## config.mk

```make
export PLATFORM = sky130hd
export DESIGN_NAME = char_patch_ctrl
export DESIGN_NICKNAME = d
export VERILOG_FILES = /design/src/rtl/char_patch_ctrl.sv
export SDC_FILE = /design/constraint.sdc
export NUM_CORES = 1
export LEC_CHECK = 0
export ABC_AREA = 1
export CAP_MARGIN = 20
export CORE_UTILIZATION = 55
export DETAILED_ROUTE_END_ITERATION = 6
export DONT_BUFFER_PORTS = 1
export PLACE_DENSITY = 0.73
export SLEW_MARGIN = 25
export SYNTH_ARGS = -nofsm -noshare
export SYNTH_HDL_FRONTEND = slang
export SYNTH_SLANG_ARGS = --single-unit
```

## constraint.sdc

```tcl
create_clock -name clk -period 1.6 [get_ports clk]
set_input_delay 0.4 -clock clk [delete_from_list [all_inputs] [get_ports clk]]
set_output_delay 0.4 -clock clk [all_outputs]
set_load 0.05 [all_outputs]
```

## src/rtl/char_patch_ctrl.sv

```systemverilog
// Character-ROM patch overlay: a small (addr, byte) table matched against every
// lookup, configured through a req/ack port with write, disable, read and clear-all.
//
// state   | meaning
// IDLE    | waiting for cfg_req; lookups active
// ACK     | one-cycle cfg_ack pulse after write/disable/read or a finished clear
// CLEAR   | invalidating entries one per cycle; busy high, lookups blocked
module char_patch_ctrl #(
    parameter int ENTRIES = 8,
    parameter int AW      = 11,
    parameter int DW      = 8,
    localparam int IW     = (ENTRIES > 1) ? $clog2(ENTRIES) : 1
) (
    input  logic             clk,
    input  logic             rst_n,
    input  logic             override,
    input  logic [AW-1:0]    a,
    output logic [DW-1:0]    q,
    output logic             patch,
    input  logic             cfg_req,
    input  logic [1:0]       cfg_op,
    input  logic [IW-1:0]    cfg_idx,
    input  logic [AW-1:0]    cfg_addr,
    input  logic [DW-1:0]    cfg_data,
    output logic             cfg_ack,
    output logic [AW+DW:0]   cfg_rdata,
    output logic             busy
);

    typedef enum logic [1:0] {
        S_IDLE  = 2'd0,
        S_ACK   = 2'd1,
        S_CLEAR = 2'd2
    } state_t;

    localparam logic [1:0] OP_WRITE   = 2'b00;
    localparam logic [1:0] OP_DISABLE = 2'b01;
    localparam logic [1:0] OP_CLEAR   = 2'b10;
    localparam logic [1:0] OP_READ    = 2'b11;

    state_t             r_state;
    state_t             w_state_nxt;
    logic               w_accept;
    logic               w_clear_start;
    logic [IW-1:0]      r_cnt;

    logic               r_valid [ENTRIES];
    logic [AW-1:0]      r_addr  [ENTRIES];
    logic [DW-1:0]      r_data  [ENTRIES];

    logic               w_hit;
    logic [DW-1:0]      w_hit_data;
    logic [DW-1:0]      r_q;
    logic               r_patch;
    logic [AW+DW:0]     r_rdata;

    always_ff @(posedge clk or negedge rst_n) begin
        if (!rst_n) begin
            r_state <= S_IDLE;
        end else begin
            r_state <= w_state_nxt;
        end
    end

    always_comb begin
        w_state_nxt = r_state;
        w_accept    = 1'b0;
        case (r_state)
            S_IDLE: begin
                if (cfg_req) begin
                    w_accept    = 1'b1;
                    w_state_nxt = (cfg_op == OP_CLEAR) ? S_CLEAR : S_ACK;
                end
            end
            S_CLEAR: begin
                if (r_cnt == IW'(ENTRIES - 1)) begin
                    w_state_nxt = S_ACK;
                end
            end
            S_ACK:   w_state_nxt = S_IDLE;
            default: w_state_nxt = S_IDLE;
        endcase
    end

    assign w_clear_start = w_accept && (cfg_op == OP_CLEAR);

    always_ff @(posedge clk or negedge rst_n) begin
        if (!rst_n) begin
            r_cnt <= '0;
        end else if (w_clear_start) begin
            r_cnt <= '0;
        end else if (r_state == S_CLEAR) begin
            r_cnt <= r_cnt + 1'b1;
        end
    end

    always_ff @(posedge clk or negedge rst_n) begin
        if (!rst_n) begin
            for (int i = 0; i < ENTRIES; i++) begin
                r_valid[i] <= 1'b0;
                r_addr[i]  <= '0;
                r_data[i]  <= '0;
            end
        end else begin
            if (w_accept && cfg_op == OP_WRITE) begin
                r_valid[cfg_idx] <= 1'b1;
                r_addr[cfg_idx]  <= cfg_addr;
                r_data[cfg_idx]  <= cfg_data;
            end
            if (w_accept && cfg_op == OP_DISABLE) begin
                r_valid[cfg_idx] <= 1'b0;
            end
            if (r_state == S_CLEAR) begin
                r_valid[r_cnt] <= 1'b0;
            end
        end
    end

    always_ff @(posedge clk or negedge rst_n) begin
        if (!rst_n) begin
            r_rdata <= '0;
        end else if (w_accept && cfg_op == OP_READ) begin
            r_rdata <= {r_valid[cfg_idx], r_addr[cfg_idx], r_data[cfg_idx]};
        end
    end

    // Scan from the top so the lowest matching index is the last assignment.
    always_comb begin
        w_hit      = 1'b0;
        w_hit_data = '0;
        for (int i = ENTRIES - 1; i >= 0; i--) begin
            if (r_valid[i] && r_addr[i] == a) begin
                w_hit      = 1'b1;
                w_hit_data = r_data[i];
            end
        end
    end

    // A lookup coinciding with the clear-all accept is also blocked so that
    // patch stays low for every cycle busy is high.
    always_ff @(posedge clk or negedge rst_n) begin
        if (!rst_n) begin
            r_q     <= '0;
            r_patch <= 1'b0;
        end else if (override && w_hit && r_state != S_CLEAR && !w_clear_start) begin
            r_q     <= w_hit_data;
            r_patch <= 1'b1;
        end else begin
            r_q     <= '0;
            r_patch <= 1'b0;
        end
    end

    assign q         = r_q;
    assign patch     = r_patch;
    assign cfg_rdata = r_rdata;
    assign cfg_ack   = (r_state == S_ACK);
    assign busy      = (r_state == S_CLEAR);

endmodule

```

# ---- Word-level counts from Yosys, hierarchy flattened
# Index checks and enable logic that the tools add are counted.
dict set report classes {
  reduce_logical 22
  n_eq_ne 17
  n_addsub 1
  n_lt_le_gt_ge 4
  n_mux 48
  bitwise 7
}
# cell n
set op_table {}
lappend op_table {{$mux W8} 15}
lappend op_table {{$bwmux W88} 1}
lappend op_table {{$eq A11 B11 Y1} 8}
lappend op_table {{$bwmux W64} 1}
lappend op_table {{$bmux W11 S3} 1}
lappend op_table {{$demux W11 S3} 1}
lappend op_table {{$mux W11} 3}
lappend op_table {{$bmux W8 S3} 1}
lappend op_table {{$demux W8 S3} 1}
lappend op_table {{$logic_and A1 B1 Y1} 17}
lappend op_table {{$and A8 B8 Y8} 2}
lappend op_table {{$not A8 Y8} 2}
lappend op_table {{$mux W1} 15}
lappend op_table {{$ge A4 B4 Y1 const B} 2}
lappend op_table {{$lt A4 B1 Y1 const B} 2}
lappend op_table {{$not A3 Y4} 2}
lappend op_table {{$or A8 B8 Y8} 1}
lappend op_table {{$demux W1 S3} 2}
lappend op_table {{$eq A2 B2 Y1 const B} 3}
lappend op_table {{$mux W2} 3}
lappend op_table {{$mux W3} 2}
lappend op_table {{$eq A2 B1 Y1 const B} 2}
lappend op_table {{$logic_not A2 Y1} 2}
lappend op_table {{$ne A2 B2 Y1 const B} 2}
lappend op_table {{8 further kinds} 8}
dict set report totals {
  word_cells 128
  input_bits 39
  regBits 194
}

# ---- Longest topological paths before layout
dict set report logic_depth {
  ltp_word 14
  ltp_mapped 18
  mapped_depth_nobuf 17
}

# ---- Worst setup path after synthesis
# No wires, ideal clock.
dict set report synth_path {
  path_type {reg-to-reg}
  start {reg r_state[1]}
  end {reg r_valid[5] (netlist bit)}
  arrival_time_ns 1.863
  setup_ns 0.130
  path_slack_ns -0.392
  path_stages_with_launch 6
  n_path_buf 0
  t_required_ns 1.470
  synth_period_minus_slack_ns 1.992
  path_cell_list {dfrtp_1 > inv_1 > nor2_1 > nand2_1 > o32ai_1 > a21oi_1}
}
dict set report synth_via {
  word_cells_on_any_way 10
}
# element line
set synth_rtl {}
lappend synth_rtl {{start, declared} 41} ;# state_t r_state;
lappend synth_rtl {{start signal, assigned} 61} ;# r_state <= w_state_nxt;
lappend synth_rtl {{$eq A2 B2 Y1} --}
lappend synth_rtl {{named net busy} 27} ;# output logic busy
lappend synth_rtl {{$mux W8} 113} ;# if (r_state == S_CLEAR) begin
lappend synth_rtl {{end signal, assigned by index} 106} ;# r_valid[cfg_idx] <= 1'b1;
lappend synth_rtl {{end signal, assigned by index} 111} ;# r_valid[cfg_idx] <= 1'b0;
lappend synth_rtl {{end signal, assigned by index} 114} ;# r_valid[r_cnt] <= 1'b0;
lappend synth_rtl {{end, declared} 47} ;# logic r_valid [ENTRIES];
# The timed path passes the listed nets, and every way through them passes these cells.
# A chain may end at the register's enable or synchronous reset.

# ---- Final worst setup path
dict set report layout_path {
  start {reg r_addr[17] (netlist bit)}
  end {reg r_q[4], in the netlist q[4]}
}
dict set report layout_via {
  elab_chain_cells 13
  word_cells_on_any_way 20
}
# element line
set layout_lines {}
lappend layout_lines {{start, declared} 48} ;# logic [AW-1:0] r_addr [ENTRIES];
lappend layout_lines {{start signal, assigned by index} 107} ;# r_addr[cfg_idx] <= cfg_addr;
lappend layout_lines {{$eq A11 B11 Y1 (*)} 132} ;# if (r_valid[i] && r_addr[i] == a) begin
lappend layout_lines {{$logic_and A1 B1 Y1 (*)} 132}
lappend layout_lines {{$mux W1 (7 in series)} 132}
lappend layout_lines {{$logic_and A1 B1 Y1 (3 in series)} 145} ;# end else if (override && w_hit && r_state != S_CLEAR && !w_clear_start) begin
lappend layout_lines {{$mux W8 (*)} 145}
lappend layout_lines {{end signal, assigned} 146} ;# r_q <= w_hit_data;
lappend layout_lines {{end, declared} 53} ;# logic [DW-1:0] r_q;
# Every way passes the cells marked *; elsewhere a longest branch is shown, timed or not.

==> results.md <==
- Reg area: around 5000 µm²
- Hold Violations, Final: 194
- GP Congestion: 1.02
- GR Overflow Total: 0
- EDFF count, synth: 0
- CTS Root Cell: clkbuf_16
- Syn nets: 1366
- Yosys warns: 0
- Max clock buf depth: 2
- Synth Register Bits: just under 200
- Post-Layout Inst Area: 15700 µm²
- Total clock sinks: approximately 190
- CORE AREA: 18300 µm²
- Outcome: finished with violations
- Max cap viols: 0
- Leakage power: 0.00727 µW
- CP endpoint kind: register
- Cell Area, Placed: 12500 µm²
- Pin count of the biggest net entering global routing: approximately 200
- Reg clk slew, reported paths: 0.08 ns
- Hold WC Path Type: in -> async
- Syn Inst Count: about 1300
- 1st-pass router iterations: 7
- Vias per cell: 6.83
- Initial antenna violation count: 0
- Ys async rst share: 1.00
- Netlist Area Pre-Place: 10400 µm²
- Layout filler cell count: between 900 and 1000
- Synth-to-layout area growth: 50.3%
- Initial core utilization: 0.571
- Vias post-DR: 12300
- CTS tree: done
- Netlist cell types: 53
- Die Y-Extent: ~140 µm
- Die area: 19500 µm²
- Peak VDD IR: 1260 µV
- Crit start category: register
- CP max FO: 9
- Clock Skews: 0.0145 ns
- Layout Utilization: 0.858
- Max-slew headroom: 0.583
- Fin crit share: 1.34
- Sequential area share after synthesis: 0.466
- Insertion delay to the later sink of the worst-skew pair: 0.46 ns
- Post-synth top flop: dfrtp_1
- HPWL Detailed: slightly below 30000 µm
- Antenna Cells: 0
- Buffers on Ports: 0
- CP required: 1.99 ns
- Critical Path AT: 2.54 ns
- Kind of critical path: reg -> reg
- FMAX: 0.465 GHz
- All-Layer GR Usage: 0.425
- Area of the multi-input gates: 6260 µm²
- Die Wd: approximately 140 µm
- Avg Inst Size Synth: 7.87 µm²
- Routed WL per cell: 29.1 µm
- IO Pins: 70
- Slew @ Worst Pin: 0.625 ns
- Failing checks: DRC, hold timing, setup timing
- Number of buffers created by CTS: 17
- Post-route ant nets: 0
- First-pass GRT wire length: 61100 µm
- Layout cells sized above 1: 0.434
- RSZ-0062 raised after global routing: true
- Post-Route WL: 52300 µm
- Nets: 1600
- Core Rows: between 40 and 50
- CTS H-tree lvls: 4
- Max-slew violations: 0
- Setup violators final: 186
- Remaining DRCs: 5
- Setup ws final: -0.551 ns
- Number of global-route vias before repair: 10200
- PwrDens: 1410 nW/µm²
- Initial DRC Count: 1855
- Hold WS: -0.368 ns
- Fin crit period: 2.15 ns
-- cells in the mapped netlist, types with 6 or more instances --
cell type | count | area [µm²]
nor4_1 | 6 | 37.5
o21ai_1 | 15 | 75.1
buf_4 | 6 | 45.0
a32oi_1 | 18 | 158
nor3_1 | 8 | 40.0
buf_2 | 9 | 45.0
nand2_1 | 372 | 1400
dfrtp_1 | 194 | 4850
a221oi_1 | 30 | 263
a22o_1 | 13 | 114
a21oi_2 | 6 | 52.6
o22ai_1 | 26 | 163
nor2_1 | 43 | 161
o21ai_0 | 166 | 831
inv_2 | 10 | 37.5
nand3_1 | 66 | 330
xor2_1 | 11 | 96.3
nand4_1 | 16 | 100
inv_1 | 150 | 563
clkbuf_1 | 44 | 165
xnor2_1 | 11 | 96.3
a21oi_1 | 37 | 185
-- state kept, by name, summed over array words and instances, names as in the netlist --
signal / cells
r_addr: 88
q: 8
r_cnt: 3
r_valid: 8
r_state: 2
r_data: 64
patch: 1
cfg_rdata: 20
-- what timing repair did --
action	4_1_cts	5_1_grt
pin swaps	19	45
setup endpoints to repair	16	146
gates cloned	1	35
resized for setup	39	559
setup buffers	7	15
endpoints found under the hold margin	194	194
-- routing by layer --
layer | up-vias | track usage | share of wire
li1 | 4929 | - | -
met1 | 5798 | 0.625 | 0.35
met2 | 1226 | 0.603 | 0.40
met3 | 342 | 0.103 | 0.16
met4 | 0 | 0.160 | 0.082
met5 | - | 0 | 0
-- layout by cell type (no fill, tap or decap), types with 8 or more instances in the layout --
cell and n:
buf_12 32, nand2_8 8, buf_6 19, nand3_2 13, o21ai_1 73, clkbuf_16 41, a21oi_2 13, a21oi_1 29
o21ai_2 83, nand2_4 84, a32oi_1 17, inv_2 14, dfrtp_1 192, nand3_1 52, nand2_2 90, xnor2_1 11
nand2_1 199, nor3_2 8, o22ai_1 26, buf_4 198, a221oi_2 8, xor2_1 9, a22o_1 13, nand4_1 16
nor2_1 37, inv_1 140, o21ai_0 26, a221oi_1 19
-- path summary, 6_finish.rpt --
check	cells past startpoint	endpoint	from	slack, ns
max	16	q[4]	r_addr[17]	-0.55
min	0	r_addr[68]	rst_n	-0.37
max reg2reg	16	q[4]	r_addr[17]	-0.55
min reg2reg	2	r_data[52]	r_data[52]	0.50
max in group asynchronous	0	r_data[31]	rst_n	1.62
min in group clk	3	r_state[1]	cfg_op[0]	0.21
-- layout make-up --
cell class / instances / share of cell area
clock buffers: 18 / 0.0280
clock inverters: 14 / 0.0105
well taps: 229 / 0.0183
flip-flops and latches: 194 / 0.310
multi-input cells: 903 / 0.399
inverters: 164 / 0.0411
repair buffers: 279 / 0.193
-- power breakdown --
part / internal (µW) / switching, µW
logic: 3810 / 4330
clock network: 2280 / 2260
registers: 6450 / 2980
total: 12500 / 9560
-- worst max-delay path: stages, from the launching register on --
cell and delay (ns):
dfrtp_1 0.44, inv_1 0.07, nand2_1 0.10, nand2_1 0.09, nor2_2 0.15, nand2_2 0.11
nor2_8 0.17, nand2_4 0.13, nand2_4 0.13, nand3_1 0.08, nand2_1 0.08, nand2_1 0.06
nand2_1 0.09, nand2_1 0.07, nand2_1 0.07, nand2_1 0.09, a21oi_2 0.15
-- metrics by stage --
step	hold slack [ns]	setup TNS (ns)	total power [µW]	instances	setup WS (ns)
after floorplan	0.104	-1.30	11500	1325	-0.185
after global placement	0.108	-9.93	14500	1712	-0.444
after detailed placement	0.108	-10.83	14700	1712	-0.515
after CTS	-0.363	-2.93	19300	1752	-0.350
after global routing	-0.379	-39.03	22600	1801	-0.609
final	-0.368	-30.11	22100	1801	-0.551
-- kinds of logic (layout without fill, tap and decap cells) --
kind of cell,Yosys count,in the layout,share of synthesized area
buffers and inverters,228,475,0.0893
flip-flops,194,194,0.466
AO/OA/AOI/OAI,334,334,0.195
adder cells (fa/ha/maj),2,2,0.00240
XOR/XNOR,22,22,0.0185
AND/OR/NAND/NOR,545,545,0.229
No activity file was read; power rests on OpenSTA's default activity.
